--- src/rtl/dp_pkg.sv ---
// dp_pkg: opcodes, sequencer states and helpers shared by the datapath and its ALU.
// MUL/DIV opcodes are only legal in builds that define MULDIV_EN.
package dp_pkg;
  typedef enum logic [3:0] {
    OP_ADD, OP_SUB, OP_AND, OP_OR, OP_SHR, OP_SHRA, OP_SHL,
    OP_ROR, OP_ROL, OP_NEG, OP_NOT, OP_MUL, OP_DIV
  } op_e;
  typedef enum logic [2:0] {S_IDLE, S_TY, S_TALU, S_TWLO, S_TWHI, S_DONE} state_e;
  localparam logic [3:0] OP_LAST = 4'd12;
  function automatic int shamt_w(input int w);
    return $clog2(w);
  endfunction
  function automatic logic is_muldiv(input logic [3:0] o);
    return o == OP_MUL || o == OP_DIV;
  endfunction
endpackage

--- src/rtl/dp_alu.sv ---
// dp_alu: combinational ALU, A=Y and B=bus, result split into zhigh:zlow.
// MUL/DIV logic exists only when MULDIV_EN is defined; otherwise those opcodes are illegal.
module dp_alu import dp_pkg::*; #(
  parameter int WIDTH = 32
) (
  input  logic [WIDTH-1:0] a,
  input  logic [WIDTH-1:0] b,
  input  logic [3:0]       op,
  output logic [WIDTH-1:0] zhigh,
  output logic [WIDTH-1:0] zlow,
  output logic             illegal
);
  localparam int SW = shamt_w(WIDTH);
  localparam logic [SW:0] WL = (SW+1)'(WIDTH);
  logic [SW-1:0]    w_sh;
  logic [WIDTH-1:0] w_simple;
  assign w_sh = b[SW-1:0];
  always_comb begin
    w_simple = '0;
    case (op)
      OP_ADD:  w_simple = a + b;
      OP_SUB:  w_simple = a - b;
      OP_AND:  w_simple = a & b;
      OP_OR:   w_simple = a | b;
      OP_SHR:  w_simple = a >> w_sh;
      OP_SHRA: w_simple = $unsigned($signed(a) >>> w_sh);
      OP_SHL:  w_simple = a << w_sh;
      OP_ROR:  w_simple = (a >> w_sh) | (a << (WL - {1'b0, w_sh}));
      OP_ROL:  w_simple = (a << w_sh) | (a >> (WL - {1'b0, w_sh}));
      OP_NEG:  w_simple = -b;
      OP_NOT:  w_simple = ~b;
      default: w_simple = '0;
    endcase
  end
`ifdef MULDIV_EN
  logic signed [2*WIDTH-1:0] w_prod;
  logic signed [WIDTH-1:0]   w_q;
  logic signed [WIDTH-1:0]   w_r;
  logic                      w_dz;
  logic                      w_ovf;
  assign w_prod = $signed(a) * $signed(b);
  assign w_dz   = b == '0;
  // MIN / -1 overflows the quotient, so it is resolved explicitly
  assign w_ovf  = a == {1'b1, {(WIDTH-1){1'b0}}} && b == '1;
  assign w_q    = (w_dz || w_ovf) ? '0 : $signed(a) / $signed(b);
  assign w_r    = (w_dz || w_ovf) ? '0 : $signed(a) % $signed(b);
  always_comb begin
    zhigh   = '0;
    zlow    = w_simple;
    illegal = op > OP_LAST;
    if (op == OP_MUL) {zhigh, zlow} = w_prod;
    if (op == OP_DIV) begin
      zlow  = w_dz ? '1 : w_ovf ? a : w_q;
      zhigh = w_dz ? a : w_r;
    end
  end
`else
  assign zhigh   = '0;
  assign zlow    = w_simple;
  assign illegal = op > OP_LAST || is_muldiv(op);
`endif
endmodule

--- src/rtl/param_datapath_seq.sv ---
// param_datapath_seq: register file + Y/Z/HI/LO on one bus, sequenced per start handshake.
// Define MULDIV_EN to enable MUL/DIV and the HI writeback state.
module param_datapath_seq import dp_pkg::*; #(
  parameter  int WIDTH = 32,
  parameter  int NREGS = 16,
  localparam int AW    = $clog2(NREGS)
) (
  input  logic             clock,
  input  logic             clear,
  input  logic             start,
  input  logic [3:0]       op,
  input  logic [AW-1:0]    rx,
  input  logic [AW-1:0]    ry,
  input  logic [AW-1:0]    rz,
  output logic             busy,
  output logic             done,
  output logic             err,
  input  logic             ld_en,
  input  logic [AW-1:0]    ld_addr,
  input  logic [WIDTH-1:0] ld_data,
  input  logic [AW-1:0]    rd_addr,
  output logic [WIDTH-1:0] rd_data,
  output logic [WIDTH-1:0] hi,
  output logic [WIDTH-1:0] lo,
  output logic [WIDTH-1:0] bus_dbg
);
  logic [WIDTH-1:0]   r_regs [NREGS];
  logic [WIDTH-1:0]   r_y;
  logic [2*WIDTH-1:0] r_z;
  logic [WIDTH-1:0]   r_hi;
  logic [WIDTH-1:0]   r_lo;
  state_e             r_state;
  logic [3:0]         r_op;
  logic [AW-1:0]      r_rx;
  logic [AW-1:0]      r_ry;
  logic [AW-1:0]      r_rz;
  logic               r_err;
  logic [WIDTH-1:0]   w_bus;
  logic [WIDTH-1:0]   w_zhigh;
  logic [WIDTH-1:0]   w_zlow;
  logic               w_illegal;
  always_comb begin
    w_bus = '0;
    case (r_state)
      S_TY:    w_bus = r_regs[r_rx];
      S_TALU:  w_bus = r_regs[r_ry];
      S_TWLO:  w_bus = r_z[WIDTH-1:0];
      S_TWHI:  w_bus = r_z[2*WIDTH-1:WIDTH];
      default: w_bus = '0;
    endcase
  end
  dp_alu #(.WIDTH(WIDTH)) u_alu (
    .a       (r_y),
    .b       (w_bus),
    .op      (r_op),
    .zhigh   (w_zhigh),
    .zlow    (w_zlow),
    .illegal (w_illegal)
  );
  always_ff @(posedge clock or negedge clear) begin
    if (!clear) begin
      for (int i = 0; i < NREGS; i++) r_regs[i] <= '0;
      r_y     <= '0;
      r_z     <= '0;
      r_hi    <= '0;
      r_lo    <= '0;
      r_state <= S_IDLE;
      r_op    <= '0;
      r_rx    <= '0;
      r_ry    <= '0;
      r_rz    <= '0;
      r_err   <= 1'b0;
    end else begin
      case (r_state)
        S_IDLE: begin
          if (ld_en) r_regs[ld_addr] <= ld_data;
          if (start) begin
            r_op    <= op;
            r_rx    <= rx;
            r_ry    <= ry;
            r_rz    <= rz;
            r_err   <= 1'b0;
            r_state <= S_TY;
          end
        end
        S_TY: begin
          r_y     <= w_bus;
          r_state <= S_TALU;
        end
        S_TALU: begin
          if (w_illegal) begin
            r_err   <= 1'b1;
            r_state <= S_DONE;
          end else begin
            r_z     <= {w_zhigh, w_zlow};
            r_state <= S_TWLO;
          end
        end
        S_TWLO: begin
`ifdef MULDIV_EN
          if (is_muldiv(r_op)) begin
            r_lo    <= w_bus;
            r_state <= S_TWHI;
          end else begin
            r_regs[r_rz] <= w_bus;
            r_state      <= S_DONE;
          end
`else
          r_regs[r_rz] <= w_bus;
          r_state      <= S_DONE;
`endif
        end
`ifdef MULDIV_EN
        S_TWHI: begin
          r_hi    <= w_bus;
          r_state <= S_DONE;
        end
`endif
        S_DONE:  r_state <= S_IDLE;
        default: r_state <= S_IDLE;
      endcase
    end
  end
  assign busy    = r_state == S_TY || r_state == S_TALU || r_state == S_TWLO || r_state == S_TWHI;
  assign done    = r_state == S_DONE;
  assign err     = done && r_err;
  assign rd_data = r_regs[rd_addr];
  assign hi      = r_hi;
  assign lo      = r_lo;
  assign bus_dbg = w_bus;
endmodule

--- config.mk ---
export PLATFORM = sky130hd
export DESIGN_NAME = param_datapath_seq
export DESIGN_NICKNAME = d
export VERILOG_FILES = /design/src/rtl/dp_pkg.sv /design/src/rtl/dp_alu.sv /design/src/rtl/param_datapath_seq.sv
export SDC_FILE = /design/constraint.sdc
export NUM_CORES = 2
export LEC_CHECK = 0
export BUFFER_PORTS_ARGS = -buffer_cell sky130_fd_sc_hd__buf_2
export CAP_MARGIN = 20
export CORE_ASPECT_RATIO = 0.7
export CORE_UTILIZATION = 50
export CTS_BUF_LIST = sky130_fd_sc_hd__clkbuf_8 sky130_fd_sc_hd__clkbuf_16
export DETAILED_ROUTE_END_ITERATION = 7
export MAX_ROUTING_LAYER = met4
export PLACE_DENSITY_LB_ADDON = 0.3
export SYNTH_ARGS = -nofsm -noshare
export SYNTH_HDL_FRONTEND = slang
export SYNTH_SLANG_ARGS = --single-unit
--- constraint.sdc ---
create_clock -name clock -period 5.65 [get_ports clock]
set_input_delay 1.13 -clock clock [delete_from_list [all_inputs] [get_ports clock]]
set_output_delay 1.13 -clock clock [all_outputs]
set_load 0.01 [all_outputs]
* Yosys cells after proc, flatten, opt, wreduce, memory -nomap -nowiden *
Index checks and enable logic that the tools add are counted.

storage, ports and cells
  bits in writable memories = 0
  memory bits (read-only) = 0
  register bits = 596
  word-level logic and storage cells = 113
  latch bits = 0
  memories kept = 0

operators by class
  equality and inequality tests = 20
  magnitude comparators = 8
  reductions and logical operators = 16
  div/mod/pow operators = 0
  multipliers = 0
  bitwise operators = 11
  add/sub/neg operators = 4
  shifts and indexed selects = 5
  multiplexer cells = 25

operator list
  cell                                                      count
  bitwise mux 512 bit                                       2
  one-hot mux 512 bit (2 select lines)                      1
  2-to-1 mux 512 bit                                        1
  binary-select mux 32 bit (select 4 bit)                   3
  one-hot mux 32 bit (11 select lines)                      1
  demux 32 bit (select 4 bit)                               2
  2-to-1 mux 32 bit                                         8
  OR 32 bit                                                 3
  one-hot mux 32 bit (3 select lines)                       1
  adder 32 bit                                              1
  AND 32 bit                                                1
  negator 32 bit                                            1
  NOT 32 bit                                                1
  left shift 32 x 5 -> 32 bit                               1
  left shift 32 x 6 -> 32 bit                               1
  right shift 32 x 5 -> 32 bit                              1
  right shift 32 x 6 -> 32 bit                              1
  >>> shifter 32 x 5 -> 32 bit                              1
  subtractor 32 bit                                         1
  greater-or-equal comparator 5 bit, second input constant  5
  NOT 4 -> 5 bit                                            5
  == test 4 bit, second input constant                      5
  == test 4 x 3 -> 1 bit, second input constant             4
  one-hot mux 3 bit (4 select lines)                        1
  other kinds (21)                                          37

* Longest topological paths before layout *
  word-level depth = 9
  depth in mapped cells = 26
  gate-level depth less buffers = 19

* Modules after synthesis *
Synthesis repeated with hierarchy kept, for this count alone.

unflattened totals
  cell total of the unflattened synthesis = 6475
  area total of the unflattened synthesis = 61769.2 µm²

by module, submodules not included
  module              cells each  instances  area each (µm²)
  param_datapath_seq  4546        1          48355.1
  dp_alu              1929        1          13414.1

* Worst setup path after synthesis *
Ideal clock, no wire load.

  path kind = register to register
  start = reg r_rx[0]
  end = reg r_z[15]
  setup time = 0.126 ns
  slack = -0.027 ns
  data required time = 5.524 ns
  cell stages (with the launch flop) = 23
  data arrival time = 5.551 ns
  cell sequence = dfrtp_1 > buf_6 > buf_2 > buf_2 > buf_2 > mux4_2 > mux4_2 > mux2_2 > nand2_1 > a21o_1 > clkbuf_1 > buf_1 > ha_1 > o21a_1 > o21ai_0 > nand2b_1 > a41o_1 > a31o_2 > a221o_1 > a31oi_1 > xor2_1 > o21ai_0 > o32a_1

between the ends
  word-level cells in the longest chain between the ends = 9
  elaborated cells on any way between the ends = 20
  those cells by class = add/sub: 4; shift: 5; mux: 5; bitwise: 6

RTL lines
  what                                                                                RTL line                    RTL
  start: declaration                                                                  param_datapath_seq.sv:34    logic [AW-1:0] r_rx;
  start signal: assignment                                                            param_datapath_seq.sv:79    r_rx <= rx;
  NOT 4 -> 5 bit (not written as such) (*)                                            param_datapath_seq.sv:45    S_TY: w_bus = r_regs[r_rx];
  binary-select mux 32 bit (select 4 bit) (*)                                         param_datapath_seq.sv:45
  2-to-1 mux 32 bit (not written as such) (*) (2 in series)                           param_datapath_seq.sv:45
  one-hot mux 32 bit (3 select lines) (*)                                             param_datapath_seq.sv:44    case (r_state)
  subtractor 6 x 5 -> 6 bit                                                           dp_alu.sv:28, dp_alu.sv:29
  right shift 32 x 6 -> 32 bit / left shift 32 x 6 -> 32 bit (equally long branches)  dp_alu.sv:29, dp_alu.sv:28
  OR 32 bit (on tied branches)                                                        dp_alu.sv:29, dp_alu.sv:28
  one-hot mux 32 bit (11 select lines) (*)                                            dp_alu.sv:20                case (op)
  end signal: assignment                                                              param_datapath_seq.sv:95    r_z <= {w_zhigh, w_zlow};
  end: declaration                                                                    param_datapath_seq.sv:29    logic [2*WIDTH-1:0] r_z;

Mark *: on every way between the ends. The rest lies on a longest branch, timed or not. The select of a mux whose other input is x is not followed.
A chain may end at the register's enable or synchronous reset.

* Worst setup path after layout *
  start = reg r_rx[1]
  end = reg r_z[27]

Same word-level chain as after synthesis.

==> impl_metrics.prom <==
# TYPE chip_impl_metric gauge
chip_impl_metric{name="clock_latency",unit="ns"} 0.73
chip_impl_metric{name="placed_cell_area",unit="µm²"} 53500
chip_impl_metric{name="die_x",unit="µm"} 379
chip_impl_metric{name="overflow",unit=""} 0
chip_impl_metric{name="yosys.area_share.simple",unit="%"} 12.1
chip_impl_info{name="synthTopCellsByArea",value="sky130_fd_sc_hd__dfrtp_1, sky130_fd_sc_hd__mux4_2, sky130_fd_sc_hd__o221ai_1"} 1
chip_impl_metric{name="vias_per_cell",unit=""} 8.29
chip_impl_info{name="synth_top_family_by_area",value="multiplexers"} 1
chip_impl_metric{name="synth.ff_latch_count",unit=""} 596
chip_impl_metric{name="min_period_over_period",unit="%"} 100
chip_impl_metric{name="grt_first_pass_wirelength",unit="µm"} 395000
chip_impl_metric{name="fin_crit",unit="ns"} 5.66
chip_impl_metric{name="timing.fmax",unit="MHz"} 177
chip_impl_metric{name="num_rows",unit=""} 96
chip_impl_metric{name="filler_cell_count",unit=""} 8349
chip_impl_metric{name="initialDrtViolationCount",unit=""} 11770
chip_impl_info{name="cts_tree",value="yes"} 1
chip_impl_metric{name="finalWeightedCongestion",unit=""} 1.24
chip_impl_metric{name="syn_area",unit="µm²"} 49600
chip_impl_info{name="min-delay-path-class",value="input port to asynchronous set/reset pin"} 1
chip_impl_metric{name="setup_slack",unit="ns"} -0.0127
chip_impl_metric{name="total_of_warnings_raised_by_yosys",unit=""} 64
chip_impl_metric{name="yosys-mux-area-fraction",unit="%"} 24.4
chip_impl_metric{name="multi_input_area",unit="µm²"} 32200
chip_impl_metric{name="setup-violations-final",unit=""} 1
chip_impl_metric{name="post_synth_edffs",unit=""} 0
chip_impl_info{name="critPathCaptureType",value="register"} 1
chip_impl_metric{name="yosys.area.top_type_share",unit="%"} 30.0
chip_impl_info{name="critical_path.slowest_cell",value="sky130_fd_sc_hd__dfrtp_4"} 1
chip_impl_metric{name="timing_max_transition_violations_final",unit=""} 13
chip_impl_metric{name="antenna_violating_nets_post_route",unit=""} 0
chip_impl_metric{name="number_of_antenna_violations_at_the_first_check_in_global_routing",unit=""} 17
chip_impl_metric{name="routed-via-count",unit=""} 54382
chip_impl_info{name="netlist_top_cells_count",value="sky130_fd_sc_hd__nand2_1, sky130_fd_sc_hd__dfrtp_1, sky130_fd_sc_hd__mux4_2, sky130_fd_sc_hd__o221ai_1, sky130_fd_sc_hd__clkbuf_1"} 1
chip_impl_metric{name="numClockSinks",unit=""} 596
chip_impl_metric{name="layout_overhead_on_the_synthesized_area",unit="%"} 13.0
chip_impl_metric{name="rrSetupSlack",unit="ns"} -0.01
chip_impl_metric{name="first_global_vias",unit=""} 50607
chip_impl_metric{name="synthXorXnorAreaFrac",unit="%"} 0.812
chip_impl_metric{name="worst_slew_slack_as_a_fraction_of_its_limit",unit="%"} -1.48
chip_impl_metric{name="final_instance_area",unit="µm²"} 56100
chip_impl_info{name="outcome",value="finished, violations left"} 1
chip_impl_info{name="synth.largest_area_cell",value="sky130_fd_sc_hd__dfrtp_1"} 1
chip_impl_metric{name="max_stage_delay",unit="ns"} 0.74
chip_impl_metric{name="syn-instance-count",unit=""} 5068
chip_impl_metric{name="place.port_buffers",unit=""} 126
chip_impl_info{name="yosysMostFrequentCell",value="sky130_fd_sc_hd__nand2_1"} 1
chip_impl_metric{name="cts_htree_levels",unit=""} 2
chip_impl_info{name="path_cells",value="buf_4 -> mux4_2 -> mux4_2 -> mux2_2 -> nand2_1 -> a21o_1 -> buf_6 -> inv_1 -> ha_1 -> a21o_1 -> a21o_1 -> a21oi_1 -> o21ai_0 -> a21oi_1 -> nand2_1 -> o211ai_1 -> buf_4 -> o21bai_1 -> xor2_1 -> a22oi_1 -> a31oi_1"} 1
chip_impl_metric{name="post_synth_fa_ha_maj_area_fraction",unit="%"} 2.58
chip_impl_info{name="setup.worst_path.class",value="register to register"} 1
chip_impl_metric{name="cts.clk_slew.worst_paths",unit="ns"} 0.07
chip_impl_metric{name="hold_violations",unit=""} 0
chip_impl_metric{name="initial_core_util",unit="%"} 50.6
chip_impl_info{name="yosys_most_used_dff",value="sky130_fd_sc_hd__dfrtp_1"} 1
chip_impl_metric{name="detail_route.first_pass.iterations",unit=""} 7
chip_impl_metric{name="max-clock-path-buffers",unit=""} 3
chip_impl_metric{name="die-height",unit="µm"} 266
chip_impl_metric{name="floorplan.io_pins",unit=""} 191
chip_impl_metric{name="die_outline_area",unit="µm²"} 101000
chip_impl_metric{name="wl",unit="µm"} 288000
chip_impl_metric{name="transition_at_the_pin_with_the_smallest_max_transition_slack",unit="ns"} 1.52
chip_impl_metric{name="worstPathMaxFanout",unit=""} 17
chip_impl_metric{name="async_reset_ff_share",unit="%"} 100
chip_impl_metric{name="arrival",unit="ns"} 6.19
chip_impl_metric{name="timing.max_cap.violations",unit=""} 0
chip_impl_metric{name="synthesis.area_per_instance",unit="µm²"} 9.80
chip_impl_metric{name="routed_wire_length_per_instance",unit="µm"} 43.8
chip_impl_metric{name="post_route_drc_violation_count",unit=""} 0
chip_impl_metric{name="detailed_place_hpwl",unit="µm"} 200000
chip_impl_info{name="category_of_the_worst_setup_path_launch_point",value="register"} 1
chip_impl_info{name="violations",value="max-slew violations, negative setup slack"} 1
chip_impl_metric{name="synth_compound_area_share",unit="%"} 23.8
chip_impl_metric{name="fraction_of_layout_instances_using_a_drive_strength_above_1",unit="%"} 26.1
chip_impl_metric{name="worst-r2r-cell-count",unit=""} 21
chip_impl_metric{name="numCtsBuffers",unit=""} 60
chip_impl_metric{name="skew",unit="ns"} 0.0792
chip_impl_metric{name="core_region_area",unit="µm²"} 98100
chip_impl_info{name="worst_path_most_repeated_cell",value="sky130_fd_sc_hd__a21o_1"} 1
chip_impl_metric{name="required",unit="ns"} 6.18
chip_impl_metric{name="total_track_usage",unit="%"} 57.6
chip_impl_info{name="clk_root_buffer_cell",value="sky130_fd_sc_hd__clkbuf_16"} 1
chip_impl_metric{name="layout.area.seq",unit="µm²"} 14900
chip_impl_metric{name="synth_seq_area_share",unit="%"} 30.0
chip_impl_metric{name="post_synth_cell_types",unit=""} 95
chip_impl_metric{name="grt_max_degree",unit=""} 150
chip_impl_metric{name="layout.nets",unit=""} 5331
## area by class of cell
class | count | share of cell area (%)
Multi-Input combinational cell | 3830 | 57.4
Sequential cell | 596 | 26.6
Timing Repair Buffer | 598 | 8.53
Tap cell | 1323 | 2.95
Clock buffer | 66 | 2.84
Clock inverter | 46 | 1.03
Inverter | 84 | 0.569
Antenna cell | 18 | 0.0803
## cells in the final DEF, fill, tap and decap left out, types with 87 or more instances in the layout
master and count:
sky130_fd_sc_hd__mux2i_1 118, sky130_fd_sc_hd__nor3_1 87, sky130_fd_sc_hd__ha_1 97, sky130_fd_sc_hd__a21oi_1 195, sky130_fd_sc_hd__buf_4 425, sky130_fd_sc_hd__dfrtp_1 586
sky130_fd_sc_hd__nand2_1 773, sky130_fd_sc_hd__buf_2 122, sky130_fd_sc_hd__o221ai_1 446, sky130_fd_sc_hd__o21ai_0 261, sky130_fd_sc_hd__mux4_2 462, sky130_fd_sc_hd__nor2_1 229
## registers in the layout (all words and copies together), names as in the netlist
register	flops
r_err	1
r_op	4
r_regs	512
r_rx	4
r_ry	4
r_rz	4
r_state	3
r_y	32
r_z	32
## metal layers
metal  GRT usage [%]  part of all wire, %  up-vias
met5               -                    0        -
met3            36.3                   21     1362
met2            67.1                   35     6290
met1            76.0                   37    26565
met4            25.8                  6.4        0
li1                -                    -    20165
## cells by family after synthesis
kind of cell | Yosys count
other | 1
XOR/XNOR | 46
buffers and inverters | 705
flip-flops | 596
AND/OR/NAND/NOR | 1384
multiplexers | 626
AO/OA/AOI/OAI | 1609
adder cells (fa/ha/maj) | 101
## through the flow
step	hold WS [ns]	util (%)	std cells	setup slack, ns	TNS, ns
floorplan	0.462	-	5131	0.0211	0
global placement	0.496	54.5	6406	0.151	0
detailed placement	0.511	54.6	6408	-0.0229	-0.0229
CTS	0.498	56.8	6524	0.0822	0
global route	0.532	57.2	6556	-0.0325	-0.0763
finish	0.476	57.2	6561	-0.0127	-0.0127
## final timing paths
kind | startpoint | end
max | r_rx[1]$_DFFE_PN0P_ | r_z[27]$_DFFE_PN0P_
max in group asynchronous | clear | r_regs[211]$_DFFE_PN0P_
min reg2reg | r_regs[444]$_DFFE_PN0P_ | r_regs[444]$_DFFE_PN0P_
min in group clock | r_regs[444]$_DFFE_PN0P_ | r_regs[444]$_DFFE_PN0P_
max reg2reg | r_rx[1]$_DFFE_PN0P_ | r_z[27]$_DFFE_PN0P_
min | clear | r_regs[330]$_DFFE_PN0P_
## worst max-delay path, delay by kind of cell, from the launching register on
kind	cells	cell delay (ns)
AND/OR/NAND/NOR	2	0.24
buffers and inverters	4	0.98
adder cells (fa/ha/maj)	1	0.29
multiplexers	3	1.19
AO/OA/AOI/OAI	10	1.90
flip-flops	1	0.74
XOR/XNOR	1	0.15
## what timing repair did
action | 4_1_cts | 5_1_grt
hold buffers | 0 | 0
resized for setup | 0 | 18
gates cloned | 0 | 3
buffers inserted | 4 | 14
pin swaps | 0 | 3
setup endpoints to repair | 1 | 13
Power is left out: the tool's default activity adds up to more than one toggle a clock period on the data nets, which glitch-free logic cannot reach.
